[config.mk]
export PLATFORM = sky130hd
export DESIGN_NAME = uart_rx
export DESIGN_NICKNAME = d
export VERILOG_FILES = /design/src/rtl/uart_rx.sv
export SDC_FILE = /design/constraint.sdc
export NUM_CORES = 1
export LEC_CHECK = 0
export ABC_AREA = 1
export BUFFER_PORTS_ARGS = -buffer_cell sky130_fd_sc_hd__buf_2
export CAP_MARGIN = 20
export CORE_ASPECT_RATIO = 0.6
export CORE_MARGIN = 5
export CORE_UTILIZATION = 51
export CTS_CLUSTER_DIAMETER = 120
export DETAILED_ROUTE_END_ITERATION = 8
export PLACE_DENSITY = 0.71
export SLEW_MARGIN = 20
export SYNTH_ARGS = -nofsm -noshare
export SYNTH_HDL_FRONTEND = slang
export SYNTH_SLANG_ARGS = --single-unit
[constraint.sdc]
create_clock -name clk -period 2.2 [get_ports clk]
set_input_delay 0.11 -clock clk [delete_from_list [all_inputs] [get_ports clk]]
set_output_delay 0.11 -clock clk [all_outputs]
set_load 0.005 [all_outputs]
[src/rtl/uart_rx.sv]
// 8N1-style UART receiver: oversamples rx on the rx_enb strobe, frames DATA_BITS LSB-first
// and presents each byte through a valid/ready holding register with error pulses.
module uart_rx #(
  parameter int unsigned DATA_BITS  = 8,
  parameter int unsigned OVERSAMPLE = 16
) (
  input  logic                 clk,
  input  logic                 rst,
  input  logic                 rx_enb,
  input  logic                 rx,
  input  logic                 rx_ready,
  output logic [DATA_BITS-1:0] rx_data,
  output logic                 rx_valid,
  output logic                 frame_err,
  output logic                 overrun_err
);

  localparam int unsigned CNT_W = $clog2(OVERSAMPLE);
  localparam int unsigned IDX_W = (DATA_BITS > 1) ? $clog2(DATA_BITS) : 1;
  localparam logic [CNT_W-1:0] CNT_MID  = CNT_W'(OVERSAMPLE / 2 - 1);
  localparam logic [CNT_W-1:0] CNT_END  = CNT_W'(OVERSAMPLE - 1);
  localparam logic [IDX_W-1:0] IDX_LAST = IDX_W'(DATA_BITS - 1);

  typedef enum logic [2:0] {
    S_IDLE,
    S_START,
    S_DATA,
    S_STOP,
    S_BREAK
  } state_e;

  state_e               state_q, state_d;
  logic [CNT_W-1:0]     cnt_q, cnt_d;
  logic [IDX_W-1:0]     idx_q, idx_d;
  logic [DATA_BITS-1:0] shift_q, shift_d;
  logic [1:0]           sync_q, sync_d;
  logic [DATA_BITS-1:0] rx_data_q, rx_data_d;
  logic                 rx_valid_q, rx_valid_d;
  logic                 frame_err_q, frame_err_d;
  logic                 overrun_err_q, overrun_err_d;
  logic                 rx_s;
  logic                 load_c;
  logic                 ferr_c;

  assign rx_s = sync_q[1];

  // State and datapath registers
  always_ff @(posedge clk or posedge rst) begin
    if (rst) begin
      state_q       <= S_IDLE;
      cnt_q         <= '0;
      idx_q         <= '0;
      shift_q       <= '0;
      sync_q        <= '1;
      rx_data_q     <= '0;
      rx_valid_q    <= 1'b0;
      frame_err_q   <= 1'b0;
      overrun_err_q <= 1'b0;
    end else begin
      state_q       <= state_d;
      cnt_q         <= cnt_d;
      idx_q         <= idx_d;
      shift_q       <= shift_d;
      sync_q        <= sync_d;
      rx_data_q     <= rx_data_d;
      rx_valid_q    <= rx_valid_d;
      frame_err_q   <= frame_err_d;
      overrun_err_q <= overrun_err_d;
    end
  end

  // Next-state: framing FSM advances only on oversample ticks
  always_comb begin
    state_d = state_q;
    cnt_d   = cnt_q;
    idx_d   = idx_q;
    shift_d = shift_q;
    sync_d  = {sync_q[0], rx};
    load_c  = 1'b0;
    ferr_c  = 1'b0;
    if (rx_enb) begin
      case (state_q)
        S_IDLE: begin
          if (!rx_s) begin
            state_d = S_START;
            cnt_d   = '0;
          end
        end
        S_START: begin
          if (cnt_q == CNT_MID) begin
            cnt_d = '0;
            if (!rx_s) begin
              state_d = S_DATA;
              idx_d   = '0;
            end else begin
              state_d = S_IDLE;
            end
          end else begin
            cnt_d = cnt_q + CNT_W'(1);
          end
        end
        S_DATA: begin
          if (cnt_q == CNT_END) begin
            cnt_d   = '0;
            shift_d = {rx_s, shift_q[DATA_BITS-1:1]};
            if (idx_q == IDX_LAST) begin
              state_d = S_STOP;
            end else begin
              idx_d = idx_q + IDX_W'(1);
            end
          end else begin
            cnt_d = cnt_q + CNT_W'(1);
          end
        end
        S_STOP: begin
          if (cnt_q == CNT_END) begin
            cnt_d = '0;
            if (rx_s) begin
              load_c  = 1'b1;
              state_d = S_IDLE;
            end else begin
              ferr_c  = 1'b1;
              state_d = S_BREAK;
            end
          end else begin
            cnt_d = cnt_q + CNT_W'(1);
          end
        end
        S_BREAK: begin
          // a line held low must return high before a new start can be seen
          if (rx_s) begin
            state_d = S_IDLE;
          end
        end
        default: state_d = S_IDLE;
      endcase
    end
  end

  // Outputs: holding register with valid/ready handshake and error pulses
  always_comb begin
    rx_data_d     = rx_data_q;
    rx_valid_d    = rx_valid_q;
    frame_err_d   = ferr_c;
    overrun_err_d = 1'b0;
    if (load_c) begin
      rx_data_d     = shift_q;
      rx_valid_d    = 1'b1;
      overrun_err_d = rx_valid_q & ~rx_ready;
    end else if (rx_valid_q && rx_ready) begin
      rx_valid_d = 1'b0;
    end
  end

  assign rx_data     = rx_data_q;
  assign rx_valid    = rx_valid_q;
  assign frame_err   = frame_err_q;
  assign overrun_err = overrun_err_q;

endmodule

# Yosys cells after proc, flatten, opt, wreduce, memory -nomap -nowiden
# Cells that the tools add are included.
# totals
inputBits,5
reg_bits,31
output_inout_bits,11
word_cells,67
# classes
n_reduce_logical,10
n_eq_ne,15
n_bitwise,2
n_addsub,2
mux,29
# ops
operator,count
3-bit two-way mux,11
"2-bit inequality test, second input constant",8
3-bit one-hot mux with 5 select lines,1
4-bit two-way mux,3
4-bit one-hot mux with 3 select lines,1
1-bit two-way mux,11
7-bit AND reduction,1
"3-bit by 2-bit equality test with 1-bit output, second input constant",2
"3-bit equality test, second input constant",2
3-bit one-hot mux with 2 select lines,1
3-bit AND reduction,2
6-bit AND reduction,1
"4-bit by 1-bit adder with 4-bit output, second input constant",1
"4-bit by 3-bit equality test with 1-bit output, second input constant",1
"4-bit equality test, second input constant",1
2-bit nonzero test,2
"3-bit by 1-bit adder with 3-bit output, second input constant",1
"3-bit by 1-bit equality test with 1-bit output, second input constant",1
3-bit zero test,1
3-bit nonzero test,1
2-bit two-way mux,1
2-bit OR reduction,1
1-bit AND,1
1-bit logical AND,1
1-bit inverter,1

# Logic depth before layout (Yosys ltp)
# depth
ltp_word,5
depth_mapped,9
ltp_nobuf,8

# Worst setup path before layout
# Ideal clock, no wire load.
# synth_timing
kind,register to register
from,register idx_q[0]
to,register idx_q[0]
arrival_ns,1.256
slack_ns,0.827
setup_time_ns,0.117
path_stages_with_launch,9
cell_sequence,dfrtp_1 -> ha_1 -> ha_1 -> inv_1 -> nand3_1 -> o21ai_1 -> nand3_1 -> nand2_1 -> nand2_1
# synth_between
elab_chain_cells,4
# synth_rtl
element,line,source
start: declaration,34,"logic [IDX_W-1:0] idx_q, idx_d;"
start signal: assignment,62,idx_q <= idx_d;
3-bit by 1-bit adder with 3-bit output,109,idx_d = idx_q + IDX_W'(1);
3-bit two-way mux,106,if (idx_q == IDX_LAST) begin
3-bit two-way mux,103,if (cnt_q == CNT_END) begin
3-bit one-hot mux with 2 select lines,82,case (state_q)
# Several ways; a longest one is shown, not always the timed one. The select of a mux whose other input is x is not followed.
# A chain may end at the register's enable or synchronous reset.

# Final worst setup path
# Same ends and word-level chain as after synthesis.

==> qor.txt <==
CP Data Arrival Time - 1.75 ns
Inst Count DP - 226
Wirelength per Cell - 11.9 µm
Pleak - 0.859 nW
Maxcap violations - 0
Yosys warns - 0
Post_cts resized - 0
Sequential cell area fraction in the yosys report - 52.3%
Skew final - 0.0101 ns
Die width - 79.7 µm
Setup Buffers After CTS - 0
CP startpoint kind - flip-flop
Input/output buffers - 15
Crit. End Element - flip-flop
Post-route DRC violation count - 0
Synth unique cells - 24
Total gr overflow - 0
Vias/cell - 4.79
Clock Path Buffers - 2
Final net count - 202
Maximum vdd drop - 0.000474 V
Avg Synthesized Cell Area - 8.65 µm²
Final Hold Vio Count - 0
Multi-input gate area - 593 µm²
Hold Path Class - in -> reg
Largest net degree at the start of global routing - 32
CTS root buffer - clkbuf_8
RePlAce Congestion - 0.790
Initial drt markers - 67
Seq cells post-synth - 31
Clk_lat worst skew - 0.28 ns
Cts bufs inserted - 5
Run status - complete, no violations
Synth area leaders - dfrtp_1 (49%), nand2_1 (12%), o21ai_2 (4.7%)
Critical path class - reg -> reg
Syn Std Cell Area - 0.00149 mm²
DIE HEIGHT - 51.8 µm
Max-slew violations - 0
Worst-margin pin slew - 0.370 ns
Post-route ant nets - 0
Tcrit/Tclk final - 72.3%
Syn Nets - 180
Non-filler cells in the finished layout - 237
Post-synth EDFFs - 0
Die area - 0.00413 mm²
Most common cell after layout, fill and taps aside - nand2_1
First-pass GRT wire length - 5.05 mm
Share of layout cells above drive strength 1 - 23.6%
Final count of negative-setup-slack endpoints - 0
Power Density - 879 mW/mm²
Hpwl dp - 2.09 mm
Fmax - 629 MHz
Sequential Area - 778 µm²
Io pins - 16
CTS tree - yes
Core Region - 0.00283 mm²
Ant diodes - 0
Clk slew on worst S/H paths - 0.06 ns
Synth async-reset ratio - 100%
Vias - 1136
DRT Pass-1 Iters - 4
Drt total wl - 2.81 mm
Post-Synthesis Cells - 172
Slew margin rel. - 75.3%
Final setup TNS - 0 ns
RSZ-0062 raised after global routing - no
Layout fillers - 235
H-tree levels - 2
Vias in the first global route - 1081
Top FF cell, synth - dfrtp_1
Initial Util - 52.5%
Crit path max fanout - 4
Initial antenna violation count - 0
Site Rows - 15
Area grow syn2layout - 15.1%
GRT Total Usage - 16.5%
Final Critical Period - 1.59 ns
Critical Path RT - 2.36 ns
Sink Count - 31
Commonest cells after routing, fill and taps aside - nand2_1 (48), dfrtp_1 (29), inv_1 (18)
Cell taking the most area after synthesis - dfrtp_1
Top cell type's share of synthesized area - 48.8%
-- layout make-up --
type | instances | area share [%]
repair buffers | 19 | 6.58
multi-input cells | 115 | 34.6
well taps | 42 | 3.07
inverters | 22 | 4.90
clock inverters | 1 | 0.292
flip-flops and latches | 31 | 45.5
clock buffers | 7 | 5.04
-- worst paths after layout --
check / from / to / slack, ns / cells after the start
max: idx_q[0] / idx_q[0] / 0.61 / 8
min: rx_enb / cnt_q[1] / 0.24 / 5
max in group asynchronous: rst / sync_q[1] / 1.43 / 4
max reg2reg: idx_q[0] / idx_q[0] / 0.61 / 8
min reg2reg: sync_q[0] / sync_q[1] / 0.36 / 0
min in group asynchronous: rst / shift_q[4] / 0.46 / 4
-- routing by layer --
metal  global-route usage [%]  part of all wire (%)  up-vias
met2                     24.0                    43       33
met5                        0                     0        -
li1                         -                     -      585
met4                     6.29                  0.53        0
met1                     22.2                    50      516
met3                     6.40                   6.0        2
-- flip-flops by register name, indices dropped and copies added (netlist names) --
name         cells
shift_q          8
rx_data          8
rx_valid         1
overrun_err      1
frame_err        1
state_q          3
sync_q           2
idx_q            3
cnt_q            4
-- what timing repair did --
action,CTS,global route
setup endpoints to repair,0,0
hold buffers,2,1
endpoints found under the hold margin,30,1
-- logic make-up after synthesis --
group / count (synthesis) / synth area share (%)
adder cells (fa/ha/maj): 3 / 2.52
AND/OR/NAND/NOR: 86 / 26.1
buffers and inverters: 26 / 7.82
XOR/XNOR: 1 / 0.589
flip-flops: 31 / 52.3
AO/OA/AOI/OAI: 25 / 10.7
-- synthesized netlist by cell type (2+ instances only) --
cell type	n
dfstp_2	2
o21ai_2	8
nand2_1	48
inv_2	3
buf_2	2
o21ai_0	4
ha_1	3
nand3_1	11
o21ai_1	12
inv_1	18
buf_6	2
nand2_2	4
dfrtp_1	29
nand4_1	3
nor2_1	14
-- critical path, cell delays in order (launching register included) --
cell     delay, ns
dfrtp_1       0.40
ha_1          0.22
ha_1          0.18
inv_1         0.08
nand3_1       0.10
o21ai_1       0.20
nand3_1       0.17
nand2_1       0.09
nand2_1       0.05
-- stage by stage --
step / hold WS [ns] / utilization [%] / power, mW / instance area, µm² / setup WS, ns
6_report: 0.244 / 60.4 / 1.50 / 1710 / 0.609
5_1_grt: 0.278 / 60.4 / 1.62 / 1710 / 0.445
4_1_cts: 0.00359 / 60.0 / 1.50 / 1700 / 0.625
3_5_place_dp: 0.212 / 56.1 / 1.05 / 1590 / 0.640
3_3_place_gp: 0.198 / 56.1 / 1.03 / 1590 / 0.698
2_1_floorplan: 0.114 / - / 0.973 / 1490 / 0.827
-- power by group --
part | internal (mW) | switching, mW
logic | 0.117 | 0.234
registers | 0.620 | 0.0794
clock network | 0.252 | 0.201
total | 0.989 | 0.514
No activity file was read; power rests on OpenSTA's default activity.
